## src/rtl/collision_detector_pkg.sv

```systemverilog
// collision_detector_pkg: shared state type, geometry constants and pixel-stage record.
package collision_detector_pkg;
  localparam int BALL_SIZE = 20;
  localparam int H_ACTIVE  = 640;
  localparam int V_ACTIVE  = 480;
  typedef enum logic [1:0] {IDLE, ACCUM, EVAL, COOLDOWN} state_t;
  typedef struct packed {
    logic       de;
    logic       paddle;
    logic       upscale;
    logic [9:0] x;
    logic [9:0] y;
    logic [9:0] bx;
    logic [9:0] by;
  } pix_t;
endpackage

```

## src/rtl/collision_detector_frame_sync.sv

```systemverilog
// frame_sync_detect: registered one-clock pulses for the first and last active pixel of a frame.
module frame_sync_detect
  import collision_detector_pkg::*;
(
  input  logic       clk,
  input  logic       reset_n,
  input  logic       de,
  input  logic [9:0] x_pixel,
  input  logic [9:0] y_pixel,
  output logic       frame_start,
  output logic       frame_end
);
  logic start_d, start_q, end_d, end_q;
  always_comb begin
    start_d = de && x_pixel == 10'd0 && y_pixel == 10'd0;
    end_d   = de && x_pixel == 10'(H_ACTIVE - 1) && y_pixel == 10'(V_ACTIVE - 1);
  end
  always_ff @(posedge clk or negedge reset_n) begin
    if (!reset_n) begin
      start_q <= 1'b0;
      end_q   <= 1'b0;
    end else begin
      start_q <= start_d;
      end_q   <= end_d;
    end
  end
  assign frame_start = start_q;
  assign frame_end   = end_q;
endmodule

```

## src/rtl/collision_detector.sv

```systemverilog
// collision_detector: counts paddle pixels inside the ball window per frame and
// reports a hit (with a frame-count cooldown) two clocks after the last active pixel.
module collision_detector
  import collision_detector_pkg::*;
#(
  parameter int unsigned HIT_THRESHOLD   = 40,
  parameter int unsigned COOLDOWN_FRAMES = 8
) (
  input  logic        clk_25MHZ,
  input  logic        reset_n,
  input  logic        upscale,
  input  logic [9:0]  x_pixel,
  input  logic [9:0]  y_pixel,
  input  logic        DE,
  input  logic        paddle_pixel,
  input  logic [9:0]  ball_x,
  input  logic [9:0]  ball_y,
  output logic        collision_detected,
  output logic [11:0] hit_count,
  output logic        frame_done
);
  pix_t        pix_d, pix_q;
  state_t      state_d, state_q;
  logic [11:0] acc_d, acc_q, hit_d, hit_q;
  logic [15:0] cd_d, cd_q;
  logic [9:0]  bx_d, bx_q, by_d, by_q, sx, sy;
  logic        up_d, up_q, coll_d, coll_q, done_d, done_q;
  logic        start, fend, restart, in_win, hit_px;

  frame_sync_detect u_sync (
    .clk        (clk_25MHZ),
    .reset_n    (reset_n),
    .de         (DE),
    .x_pixel    (x_pixel),
    .y_pixel    (y_pixel),
    .frame_start(start),
    .frame_end  (fend)
  );

  // Pixel data is delayed one stage so it lines up with the registered sync pulses.
  always_comb begin
    pix_d   = '{DE, paddle_pixel, upscale, x_pixel, y_pixel, ball_x, ball_y};
    restart = start && state_q != EVAL;
    bx_d    = restart ? pix_q.bx : bx_q;
    by_d    = restart ? pix_q.by : by_q;
    up_d    = restart ? pix_q.upscale : up_q;
    sx      = up_d ? pix_q.x : {1'b0, pix_q.x[9:1]};
    sy      = up_d ? pix_q.y : {1'b0, pix_q.y[9:1]};
    in_win  = sx >= bx_d && {1'b0, sx} < {1'b0, bx_d} + 11'(BALL_SIZE) &&
              sy >= by_d && {1'b0, sy} < {1'b0, by_d} + 11'(BALL_SIZE);
    hit_px  = pix_q.de && pix_q.paddle && in_win;
    state_d = state_q;
    acc_d   = acc_q;
    cd_d    = cd_q;
    hit_d   = hit_q;
    coll_d  = 1'b0;
    done_d  = 1'b0;
    unique case (state_q)
      IDLE, COOLDOWN: begin
        acc_d   = restart ? {11'd0, hit_px} : acc_q;
        state_d = restart ? ACCUM : state_q;
      end
      ACCUM: begin
        acc_d   = restart ? {11'd0, hit_px} : (hit_px && acc_q != 12'hFFF) ? acc_q + 12'd1 : acc_q;
        state_d = (fend && !restart) ? EVAL : ACCUM;
      end
      EVAL: begin
        hit_d  = acc_q;
        done_d = 1'b1;
        // A pending cooldown consumes this frame before any threshold test.
        if (cd_q != 16'd0) begin
          cd_d    = cd_q - 16'd1;
          state_d = cd_q == 16'd1 ? IDLE : COOLDOWN;
        end else if (acc_q >= 12'(HIT_THRESHOLD)) begin
          coll_d  = 1'b1;
          cd_d    = 16'(COOLDOWN_FRAMES);
          state_d = COOLDOWN_FRAMES == 0 ? IDLE : COOLDOWN;
        end else begin
          state_d = IDLE;
        end
      end
    endcase
  end

  always_ff @(posedge clk_25MHZ or negedge reset_n) begin
    if (!reset_n) begin
      pix_q   <= '0;
      state_q <= IDLE;
      acc_q   <= '0;
      cd_q    <= '0;
      bx_q    <= '0;
      by_q    <= '0;
      up_q    <= 1'b0;
      hit_q   <= '0;
      coll_q  <= 1'b0;
      done_q  <= 1'b0;
    end else begin
      pix_q   <= pix_d;
      state_q <= state_d;
      acc_q   <= acc_d;
      cd_q    <= cd_d;
      bx_q    <= bx_d;
      by_q    <= by_d;
      up_q    <= up_d;
      hit_q   <= hit_d;
      coll_q  <= coll_d;
      done_q  <= done_d;
    end
  end

  assign collision_detected = coll_q;
  assign hit_count          = hit_q;
  assign frame_done         = done_q;
endmodule
```

## config.mk

```make
export PLATFORM = sky130hd
export DESIGN_NAME = collision_detector
export DESIGN_NICKNAME = d
export VERILOG_FILES = /design/src/rtl/collision_detector_pkg.sv /design/src/rtl/collision_detector_frame_sync.sv /design/src/rtl/collision_detector.sv
export SDC_FILE = /design/constraint.sdc
export NUM_CORES = 1
export LEC_CHECK = 0
export ABC_AREA = 1
export CAP_MARGIN = 0
export CELL_PAD_IN_SITES_DETAIL_PLACEMENT = 2
export CELL_PAD_IN_SITES_GLOBAL_PLACEMENT = 2
export CORE_MARGIN = 2
export CORE_UTILIZATION = 37
export DETAILED_ROUTE_END_ITERATION = 10
export GPL_ROUTABILITY_DRIVEN = 0
export PLACE_DENSITY = 0.89
export SKIP_CTS_REPAIR_TIMING = 1
export SYNTH_ARGS = -nofsm -noshare
export SYNTH_HDL_FRONTEND = slang
export SYNTH_SLANG_ARGS = --single-unit
```

## constraint.sdc

```tcl
create_clock -name clk_25MHZ -period 5.5 [get_ports clk_25MHZ]
set_input_delay 1.1 -clock clk_25MHZ [delete_from_list [all_inputs] [get_ports clk_25MHZ]]
set_output_delay 1.1 -clock clk_25MHZ [all_outputs]
set_load 0.01 [all_outputs]
```

==> flow_summary.yaml <==
clock_tree:
  cts_tree: "yes"
  clk_transition_reported_paths_ps: 80
  clock_latency_on_the_worst_skew_pair_ps: 360
  cts_buffers: 9
  cts_htree_levels: 3
  clockRootBuffer: "clkbuf_16"
  cts_num_sinks: 110
  clock_tree.buffer_depth: 2
setup_path:
  critical_path.startpoint_type: "flop"
  worstRegToRegCells: 26
  endpoint_kind: "flop"
  crit_path_max_fanout: 33
  worstPathArrival_ps: 4770
  worst-setup-path-type: "reg -> reg"
  r2r-start: "state_q[0]"
  critical_path_origin: "state_q[0]"
  worstPathRequired_ps: 5750
timing:
  timing.final.max_slew_violations: 0
  finalHoldViolCount: 0
  max_freq_mhz: 221
  hold_slack_ps: 487
  finalClockSkew_ps: 10.2
  max_slew_margin_pct: 32.1
  unrepaired_setup_endpoints_after_global_routing: "false"
  timing.setup.tns_ps: 0
  post-route-min-period_ps: 4520
  final-setup-viol-count: 0
  final_min_period_over_clock_period_pct: 82.1
  worst-slew-pin-transition_ps: 1020
synthesis:
  synth_top_flop_cell: "dfrtp_1"
  synthDominantCellAreaShare_pct: 48.3
  synth_top_cells_by_area: "dfrtp_1, nand2_1, ha_1, inv_1, o21ai_0"
  number_of_enable_type_register_cells_in_the_synthesized_netlist: 0
  synthDistinctLibCells: 38
  synthesis.yosys.warnings: 0
  synthesis.instances: 670
  netlist.top_cell.by_area: "dfrtp_1"
  synth.avg_cell_area_um2: 8.51
  ys_seq_elements: 110
  postSynthNetCount: 758
  ys_async_sr_fraction_pct: 100
  ys_seq_area_share_pct: 48.3
  synthesis.area_um2: 5700
floorplanning:
  rows: 45
  initial_utilization_pct: 37.7
  chipHeight_um: 128
  die-area_um2: 16400
  floorplan.io_pins: 59
  floorplan.die.width_um: 128
  placeableCoreArea_um2: 15100
layout:
  antenna_cells: 0
  multi_input_logic_area_um2: 2500
  num-fill-cells: 1708
  final_common_cell: "nand2_1"
  fin_util_pct: 44.2
  drive_above_1_share_pct: 5.08
  most-common-layout-cells: "nand2_1, dfrtp_1, inv_1"
  num-nets-final: 813
  register_area_um2: 2750
  area_growth_syn_to_layout_pct: 17.2
power:
  clock_share_of_power_pct: 37.4
  power.total_mw: 1.63
  cell_pwr_density_nw_per_um2: 243
  p_leak_nw: 3.38
  ir_drop_mv: 0.145
  share_comb_of_total_power_pct: 10.9
  power_report.internal_total_mw: 1.20
  share_seq_of_total_power_pct: 51.7
  power.share.switching_pct: 26.5
  net-switching-power_mw: 0.431
global_routing:
  grt_overflow: 0
  grt_start_max_net_pins: 78
  grt_antenna_before_repair: 0
  track_usage_pct: 21.5
  via_count_of_the_first_global_routing_pass: 5493
  grt_first_pass_wirelength_mm: 27.7
detailed_routing:
  detailedRoute.firstIterationViolations: 182
  avgViaCountPerCell: 5.17
  route.detailed.wl_per_inst_um: 17.9
  num_vias: 4744
  route.antenna.remaining_nets: 0
  postRouteWirelength_mm: 16.4
  remaining_drc_errors: 0
  firstDrtPassIters: 4
flow_run:
  max_cap_violations: 0
place:
  io_buffer_count: 58
  detailedPlacementHpwl_mm: 12.4
hold_path:
  worstHoldPathCells: 2
  worstHoldStart: "pix_q[10]"
  hp-class: "reg -> reg"
outcome:
  run_status: "finished, final reports clean"
-- kinds of logic (layout without fill, tap and decap cells) --
logic type	Yosys count	in the layout	share of synthesized area (%)
buffers and inverters	108	167	7.87
AOI/OAI and AO/OA	101	101	9.85
DFF	110	110	48.3
adders and majority gates	43	43	9.43
xor gates and xnor gates	16	16	2.46
and+or+nand+nor	292	292	22.1
-- layout make-up --
| cell class | instances | area share [%] |
|---|---|---|
| clock inverter | 4 | 0.374 |
| tap | 188 | 3.52 |
| multi-input combinational | 452 | 37.4 |
| timing repair buffer | 59 | 8.76 |
| sequential | 110 | 41.2 |
| clock buffer | 11 | 3.48 |
| inverter | 93 | 5.29 |
-- cell usage after synthesis, types with 2 or more instances --
master,instances
nor2_1,49
nor4_1,8
nand2_1,161
inv_2,2
or2_2,8
nor3_1,12
a21o_1,2
xor2_1,13
nand4_1,11
a21oi_1,33
inv_1,90
xnor2_1,3
dfrtp_1,110
buf_6,4
o21a_1,7
o21ai_0,46
nand2_2,5
ha_1,43
clkbuf_1,8
nand3_1,31
buf_4,2
o21ai_2,2
a211oi_1,2
o21ai_1,4
-- metal layers --
metal  GRT usage [%]  up-vias  routed length, um
met5               0        -                  0
met4            6.53        0                261
met3            4.05       22                522
met2            39.4       83               8620
met1            25.4     2372               6980
li1                -     2267                  -
-- worst max-delay path: stages (launching register included) --
cell,delay (ps)
dfrtp_1,370
inv_1,70
ha_1,360
inv_6,220
nand2_4,260
o21ai_0,470
inv_1,170
ha_1,230
inv_1,80
nand2_1,70
nand2_1,110
inv_1,80
nand3_1,90
xor2_1,190
ha_1,290
a21oi_1,180
nand2_1,90
nand2_1,60
nand2_1,50
nand2_1,50
nand2_1,60
nor2_2,120
nand3_1,90
nand2_2,210
nand2_2,220
nand2_1,150
nand2_1,70
-- final timing paths --
path | to | slack (ps)
min in group asynchronous | acc_q[4] | 880
min reg2reg | bx_q[0] | 490
max reg2reg | acc_q[11] | 980
max | acc_q[11] | 980
min | bx_q[0] | 490
max in group asynchronous | pix_q[18] | 3580
-- flip-flops by register name (all words and copies together), names as in the netlist, 2 cells and up --
name and count:
acc_q 12, state_q 2, hit_count 12, bx_q 10
cd_q 16, pix_q 43, by_q 10
-- per-stage QoR --
stage | setup WS [ps] | cells | area (um2)
2_1_floorplan | 1960 | 670 | 5700
3_3_place_gp | 1210 | 902 | 6430
3_5_place_dp | 919 | 902 | 6430
4_1_cts | 881 | 917 | 6690
5_1_grt | 398 | 917 | 6690
6_report | 983 | 917 | 6690
-- power by group through the flow --
stage | registers [mW] | clock network (mW) | logic, mW
finish | 0.842 | 0.609 | 0.177
global route | 0.843 | 0.649 | 0.202
CTS | 0.842 | 0.620 | 0.180
detailed placement | 0.858 | 0 | 0.177
global placement | 0.855 | 0 | 0.159
floorplan | 0.853 | 0 | 0.0866
(Power assumes the default switching activity.)
